==> config.mk <==
export PLATFORM = sky130hd
export DESIGN_NAME = fwd_hazard_unit
export DESIGN_NICKNAME = d
export VERILOG_FILES = /design/src/rtl/fwd_hazard_unit.sv
export SDC_FILE = /design/constraint.sdc
export NUM_CORES = 1
export LEC_CHECK = 0
export CAP_MARGIN = 10
export CORE_UTILIZATION = 43
export CTS_CLUSTER_SIZE = 12
export DETAILED_ROUTE_END_ITERATION = 16
export GPL_TIMING_DRIVEN = 0
export HOLD_SLACK_MARGIN = 0.06
export PLACE_DENSITY = 0.87
export SLEW_MARGIN = 5
export SYNTH_ARGS = -nofsm -noshare
export SYNTH_HDL_FRONTEND = slang
export SYNTH_SLANG_ARGS = --single-unit
==> constraint.sdc <==
create_clock -name clk_i -period 2.09 [get_ports clk_i]
set_clock_uncertainty 0.15 [all_clocks]
set_input_delay 0.418 -clock clk_i [delete_from_list [all_inputs] [get_ports clk_i]]
set_output_delay 0.418 -clock clk_i [all_outputs]
set_load 0.01 [all_outputs]
==> src/rtl/fwd_hazard_unit.sv <==
// Forwarding select and load-use hazard control for a 5-stage MIPS pipeline.
// Shadows EX/MEM destination info and registers the EX-stage mux selects.
module fwd_hazard_unit #(
  parameter int REG_ADDR_W = 5,
  parameter int CNT_W      = 16
) (
  input  logic                  clk_i,
  input  logic                  rst_i,
  input  logic                  id_valid_i,
  input  logic [REG_ADDR_W-1:0] id_rs_i,
  input  logic [REG_ADDR_W-1:0] id_rt_i,
  input  logic                  id_uses_rs_i,
  input  logic                  id_uses_rt_i,
  input  logic [REG_ADDR_W-1:0] id_rd_i,
  input  logic                  id_regwrite_i,
  input  logic                  id_memread_i,
  input  logic                  flush_i,
  output logic [1:0]            fwd_a_sel_o,
  output logic [1:0]            fwd_b_sel_o,
  output logic                  stall_o,
  output logic                  pc_write_o,
  output logic                  ifid_write_o,
  output logic                  idex_bubble_o,
  output logic [CNT_W-1:0]      stall_cnt_o
);

  localparam logic [CNT_W-1:0] CNT_ONE = {{(CNT_W-1){1'b0}}, 1'b1};

  logic [REG_ADDR_W-1:0] ex_rd_q, ex_rd_d;
  logic                  ex_rw_q, ex_rw_d;
  logic                  ex_mr_q, ex_mr_d;
  logic [REG_ADDR_W-1:0] mem_rd_q, mem_rd_d;
  logic                  mem_rw_q, mem_rw_d;
  logic [1:0]            fwd_a_q, fwd_a_d;
  logic [1:0]            fwd_b_q, fwd_b_d;
  logic [CNT_W-1:0]      cnt_q, cnt_d;

  logic                  rs_hit, rt_hit, bubble;
  logic [1:0]            sel_a, sel_b;

  // Load in EX feeding a source read in ID; a taken flush overrides it.
  always_comb begin
    rs_hit  = id_uses_rs_i && (id_rs_i == ex_rd_q);
    rt_hit  = id_uses_rt_i && (id_rt_i == ex_rd_q);
    stall_o = id_valid_i && !flush_i && ex_mr_q &&
              (ex_rd_q != '0) && (rs_hit || rt_hit);
    bubble  = stall_o || flush_i;
  end

  assign pc_write_o    = ~stall_o;
  assign ifid_write_o  = ~stall_o;
  assign idex_bubble_o = bubble;

  // Select the newest producer of each source; $0 is never forwarded.
  always_comb begin
    sel_a = 2'b00;
    sel_b = 2'b00;
    if (id_uses_rs_i && id_rs_i != '0) begin
      if (ex_rw_q && ex_rd_q == id_rs_i)        sel_a = 2'b01;
      else if (mem_rw_q && mem_rd_q == id_rs_i) sel_a = 2'b10;
    end
    if (id_uses_rt_i && id_rt_i != '0) begin
      if (ex_rw_q && ex_rd_q == id_rt_i)        sel_b = 2'b01;
      else if (mem_rw_q && mem_rd_q == id_rt_i) sel_b = 2'b10;
    end
  end

  // Advance the tracking slots, selects and stall counter.
  always_comb begin
    mem_rd_d = ex_rd_q;
    mem_rw_d = ex_rw_q;
    ex_rd_d  = '0;
    ex_rw_d  = 1'b0;
    ex_mr_d  = 1'b0;
    fwd_a_d  = 2'b00;
    fwd_b_d  = 2'b00;
    cnt_d    = cnt_q;
    if (!bubble) begin
      ex_rd_d = id_rd_i;
      ex_rw_d = id_regwrite_i & id_valid_i;
      ex_mr_d = id_memread_i & id_valid_i;
      fwd_a_d = sel_a;
      fwd_b_d = sel_b;
    end
    if (stall_o && cnt_q != '1) cnt_d = cnt_q + CNT_ONE;
  end

  // State registers with synchronous reset.
  always_ff @(posedge clk_i) begin
    if (rst_i) begin
      ex_rd_q  <= '0;
      ex_rw_q  <= 1'b0;
      ex_mr_q  <= 1'b0;
      mem_rd_q <= '0;
      mem_rw_q <= 1'b0;
      fwd_a_q  <= 2'b00;
      fwd_b_q  <= 2'b00;
      cnt_q    <= '0;
    end else begin
      ex_rd_q  <= ex_rd_d;
      ex_rw_q  <= ex_rw_d;
      ex_mr_q  <= ex_mr_d;
      mem_rd_q <= mem_rd_d;
      mem_rw_q <= mem_rw_d;
      fwd_a_q  <= fwd_a_d;
      fwd_b_q  <= fwd_b_d;
      cnt_q    <= cnt_d;
    end
  end

  assign fwd_a_sel_o = fwd_a_q;
  assign fwd_b_sel_o = fwd_b_q;
  assign stall_cnt_o = cnt_q;

endmodule

==> results of run 1 <==
power by group:
part	internal (mW)	switching (mW)	total (mW)
Clock	0.233	0.261	0.494
Sequential	0.631	0.0118	0.642
Combinational	0.0841	0.0860	0.170
placed cells by master (no fill, tap or decap), types with 9 or more instances in the layout:
master / synthesis / layout
dfxtp_2: 0 / 9
clkdlybuf4s50_1: 0 / 28
nor2_1: 12 / 12
buf_6: 3 / 9
nand2_1: 12 / 11
buf_4: 1 / 13
a21oi_1: 11 / 10
dfxtp_1: 33 / 18
nand3_1: 12 / 10
xor2_1: 13 / 10
flip-flops by register name, summed over array words and instances (netlist names):
register and cells:
mem_rw_q 1, fwd_b_sel_o 2, mem_rd_q 5, ex_rw_q 1
ex_mr_q 1, ex_rd_q 5, stall_cnt_o 16, fwd_a_sel_o 2
repair_timing:
action                                  4_1_cts  5_1_grt
endpoints found under the setup margin       20       21
hold buffers                                  0        0
setup buffers                                12        4
gates resized for setup                      72       33
gates cloned                                  1        0
pin swaps                                    13        7
area by class of cell:
class                   count  area share
clock buffers               5      0.0258
clock inverters             3     0.00844
plain buffers               7      0.0220
well taps                  48      0.0225
inverters                   6     0.00844
multi-input cells         144       0.444
repair buffers             63       0.209
flip-flops and latches     33       0.260
final timing paths:
kind,from,endpoint,depth (start not counted)
setup / recovery,id_rt_i[1],idex_bubble_o,7
hold / removal,mem_rw_q,fwd_a_sel_o[1],2
setup reg to reg,ex_rd_q[1],stall_cnt_o[5],7
hold reg to reg,mem_rw_q,fwd_a_sel_o[1],2
worst max-delay path: stages:
cell and delay (ns):
clkdlybuf4s15_1 0.24, xnor2_1 0.27, nand3_2 0.14, a2bb2o_4 0.26, buf_6 0.11, a21o_1 0.19, buf_2 0.16
per-layer routing:
layer / up-vias / track usage / share of wire
li1: 832 / - / -
met1: 866 / 0.324 / 0.41
met4: 0 / 0.122 / 0.042
met5: - / 0 / 0
met3: 27 / 0.0556 / 0.074
met2: 108 / 0.428 / 0.48
logic make-up (layout without fill, tap and decap cells):
kind of cell,after synthesis,after routing,share of synthesized area
adder cells (fa/ha/maj),1,1,0.00730
flip-flops,33,33,0.386
multiplexers,5,5,0.0351
XOR/XNOR,20,20,0.102
buffers and inverters,13,84,0.0446
AO/OA/AOI/OAI,30,30,0.118
AND/OR/NAND/NOR,88,88,0.308
per-stage QoR:
step                setup WS [ns]  setup TNS, ns
finish                     -0.268          -2.31
global route               -0.323          -3.83
CTS                        -0.144         -0.451
detailed placement         -0.983         -14.89
global placement           -0.971         -14.60
floorplan                 0.00964              0
==> impl_metrics.csv, run 1 <==
group,metric,value,unit
status,outcome,"finished, violations left",
status,violations,"negative setup slack",
die,num_io_pins,47,
die,row_count,22,
pwr,peakVddDrop,0.000373,V
clock_tree,cts_root_buf,"clkbuf_8",
synth,ys_top_cells_by_area,"dfxtp_1, xor2_1, xnor2_1, nand3_1, a21oi_1",
synth,synth_commonest_cells,"dfxtp_1, xor2_1, nand2_1, nand3_1, nor2_1",
die,core_region_area,3740,sq um
grt,grt_pass1_vias,1697,
grt,grt_use_total,0.261,
synth,synth_top_area_frac,0.386,
job,drv_cap,0,
layout,nNetsFinal,284,
setup_path,crit_required,1.52,ns
grt,grt_max_degree,13,
synth,syn_inst,190,
route,wl,5.72,mm
die,die_y,65.1,um
placed_design,dp_hpwl,3.13,mm
setup_path,r2r_setup_slack,-0.18,ns
setup_path,crit_type,"in2out",
layout,fin_cells,309,
sta,drv_slew,0,
synth,ys_async_sr_fraction,0,
layout,num-fill-cells,294,
synth,syn_area_per_cell,9.02,sq um
route,drt-pass1-iter-count,4,
clock_tree,cts_buffers,5,
sta,holdWs,0.320,ns
clock_tree,htreeDepth,2,
placed_design,dp.cells,284,
placed_design,portBuffers,46,
sta,slew_headroom,0.665,
synth,syn-num-nets,214,
sta,tightest_slew,0.502,ns
layout,layout-drive-gt1-share,0.360,
layout,final_area,2670,sq um
route,num_vias,1833,
clock_tree,insertion_delay,0.29,ns
clock_tree,cts_tree,"done",
grt,grt_pass1_wl,8.30,mm
synth,yosys_warnings,0,
sta,period_minus_slack,2.36,ns
layout,area_growth,55.8,%
sta,finalHoldViolCount,0,
synth,yosysSeqAreaShare,0.386,
route,dr.first_iter.drc_count,183,
placed_design,placed_cell_area,2240,sq um
synth,yosys.cell_types.count,41,
die,die_w,65.1,um
synth,synth_ff_type,"dfxtp_1",
layout,ff_latch_area,694,sq um
sta,period_share,1.13,
setup_path,endpoint_kind,"output pin",
pwr,pwr_density_cell,489,nW/um^2
route,vias_per_cell,5.93,
synth,synth_edf_count,0,
pwr,total_power,1.31,mW
pwr,leakagePower,1.02,nW
setup_path,crit_fanout,3,
die,dieArea,4240,sq um
die,start_util,0.458,
clock_tree,clockBufferDepth,2,
route,drc,0,
sta,setup_slack,-0.268,ns
grt,grt_overflow,0,
layout,diodes,0,
grt,antenna_found_initial,0,
synth,syn_area,1710,sq um
route,ant_nets,0,
clock_tree,cts.clk_slew.worst_paths,0.07,ns
synth,ys_ff_latch,33,
layout,multi_input_area,1180,sq um
sta,setup_viol,19,
route,post_drt_wl_per_cell,18.5,um
synth,yosys.cell_count.top_type,"dfxtp_1",
placed_design,globalplace.congestion,0.873,
setup_path,arrival,1.79,ns
synth,synth_top_area_cell,"dfxtp_1",
hold_path,hold_path_class,"reg2reg",
setup_path,start_kind,"input pin",
sta,rsz0062_at_grt,"yes",
layout,postLayoutCoreUtil,0.713,
clock_tree,cts_sinks,33,
sta,max_freq,424,MHz
(Power assumes the default switching activity.)
==> run 2, diff against run 1 <==
--- a/config.mk
+++ b/config.mk
@@ -9,7 +9,7 @@
 export CORE_UTILIZATION = 43
 export CTS_CLUSTER_SIZE = 12
 export DETAILED_ROUTE_END_ITERATION = 16
-export GPL_TIMING_DRIVEN = 0
+export GPL_ROUTABILITY_DRIVEN = 1
 export HOLD_SLACK_MARGIN = 0.06
 export PLACE_DENSITY = 0.87
 export SLEW_MARGIN = 5
==> run 2 against run 1 <==
  * The flow still finishes with violations (negative setup slack)
  * Clock-buffer cell count is the same
  * Die area is the same
  * Sequential share of layout area down 3.4 points
  * Final cell count rose by 11%
  * Sequential cell count did not move
  * Core utilization rose by 8.8 points
  * Via count increased by 11%
  * Critical path depth unchanged
  * Largest cell class unchanged
  * Highest routed layer unchanged
==> impl_metrics.csv, run 2 (same netlist as run 1, synthesis figures left out) <==
group,metric,value,unit
status,outcome,"finished, violations left",
status,violations,"negative setup slack",
sta,setup_slack,-0.205,ns
route,wl,6.83,mm
sta,period_share,1.10,
sta,max_freq,436,MHz
setup_path,crit-reg2reg-launch,"stall_cnt_o[2]",
placed_design,globalplace.congestion,0.863,
grt,grt_max_degree,22,
setup_path,r2r_setup_slack,-0.19,ns
sta,tightest_slew,0.402,ns
sta,holdWs,0.333,ns
setup_path,cp-startpoint,"id_rs_i[1]",
grt,grt_pass1_vias,1957,
setup_path,crit_type,"in2out",
die,num_io_pins,47,
layout,num-fill-cells,228,
clock_tree,cts.clk_slew.worst_paths,0.06,ns
pwr,pwr_density_cell,493,nW/um^2
grt,antenna_found_initial,0,
sta,rsz0062_at_grt,"yes",
placed_design,pre_cts_ws,-0.829,ns
pwr,total_power,1.48,mW
layout,final_common_cell,"buf_4",
die,die_y,65.1,um
clock_tree,cts_root_buf,"clkbuf_8",
die,start_util,0.458,
route,dr.first_iter.drc_count,203,
die,core_region_area,3740,sq um
clock_tree,cts_tree,"done",
placed_design,portBuffers,46,
clock_tree,cts_buffers,5,
pwr,leakagePower,1.22,nW
sta,finalHoldViolCount,0,
grt,grt_use_total,0.307,
die,dieArea,4240,sq um
grt,grt_pass1_wl,9.60,mm
die,die_w,65.1,um
setup_path,endpoint_kind,"output pin",
sta,slew_headroom,0.729,
placed_design,dp_hpwl,3.35,mm
sta,period_minus_slack,2.29,ns
setup_path,arrival,1.73,ns
pwr,peakVddDrop,0.000438,V
clock_tree,clockBufferDepth,2,
setup_path,start_kind,"input pin",
grt,grt_overflow,0,
hold_path,hold_path_class,"reg2reg",
route,num_vias,2041,
layout,nNetsFinal,320,
layout,final_area,3000,sq um
layout,layout-drive-gt1-share,0.422,
route,vias_per_cell,5.93,
layout,largest_register_ffs,16,
layout,postLayoutCoreUtil,0.801,
route,post_drt_wl_per_cell,19.8,um
setup_path,crit_fanout,3,
layout,area_growth,75.0,%
die,row_count,22,
route,ant_nets,0,
clock_tree,ctsHoldBuffers,0,
clock_tree,insertion_delay,0.30,ns
layout,final_cell_mix,"buf_4, clkdlybuf4s50_1, dfxtp_1, nor2_1",
sta,drv_slew,0,
hold_path,min_delay_path_depth,2,
clock_tree,htreeDepth,2,
clock_tree,cts_sinks,33,
route,drt-pass1-iter-count,5,
job,drv_cap,0,
setup_path,reg2reg_depth,6,
sta,setup_viol,16,
setup_path,crit_required,1.52,ns
layout,diodes,0,
placed_design,placed_cell_area,2480,sq um
route,drc,0,
hold_path,hp-start,"mem_rw_q",
run 2: worst paths after layout:
check / end
min: fwd_a_sel_o[1]
min reg2reg: fwd_a_sel_o[1]
max: idex_bubble_o
max reg2reg: stall_cnt_o[10]
run 2: metal layers:
| layer | up-vias | wire (um) | track usage | share of wire |
|---|---|---|---|---|
| met5 | - | 0 | 0 | 0 |
| met4 | 0 | 337 | 0.193 | 0.049 |
| met3 | 35 | 495 | 0.0625 | 0.072 |
| met2 | 129 | 3240 | 0.497 | 0.47 |
| met1 | 970 | 2750 | 0.369 | 0.40 |
| li1 | 907 | - | - | - |
run 2: layout make-up:
type	instances	area [sq um]	share of cell area
Tap cell	48	60.1	0.0200
Timing Repair Buffer	105	922	0.308
Clock inverter	2	35.0	0.0117
Sequential cell	33	679	0.227
Clock buffer	5	68.8	0.0230
Inverter	6	22.5	0.00751
Multi-Input combinational cell	145	1210	0.404
run 2: critical path, stage by stage:
cell	delay, ns
dlygate4sd2_1	0.29
xor2_1	0.23
nor3_2	0.07
buf_4	0.14
a2bb2o_4	0.22
a21o_1	0.20
buf_2	0.15
run 2: power breakdown:
part	switching, mW	internal (mW)	total [mW]
clock	0.257	0.347	0.604
sequential	0.0134	0.634	0.647
combinational	0.101	0.126	0.227
total	0.372	1.11	1.48
run 2: per-stage QoR:
stage          setup TNS (ns)  std cells
6_report                -1.23        344
5_1_grt                 -2.03        344
4_1_cts                -0.172        339
3_5_place_dp           -12.90        315
3_3_place_gp           -11.93        315
2_1_floorplan               0        190
run 2: what timing repair did:
action | in CTS | in global routing
setup endpoints to repair | 18 | 15
buffers inserted | 15 | 4
pin swaps | 22 | 8
gates resized for setup | 80 | 21
gates cloned | 2 | 1
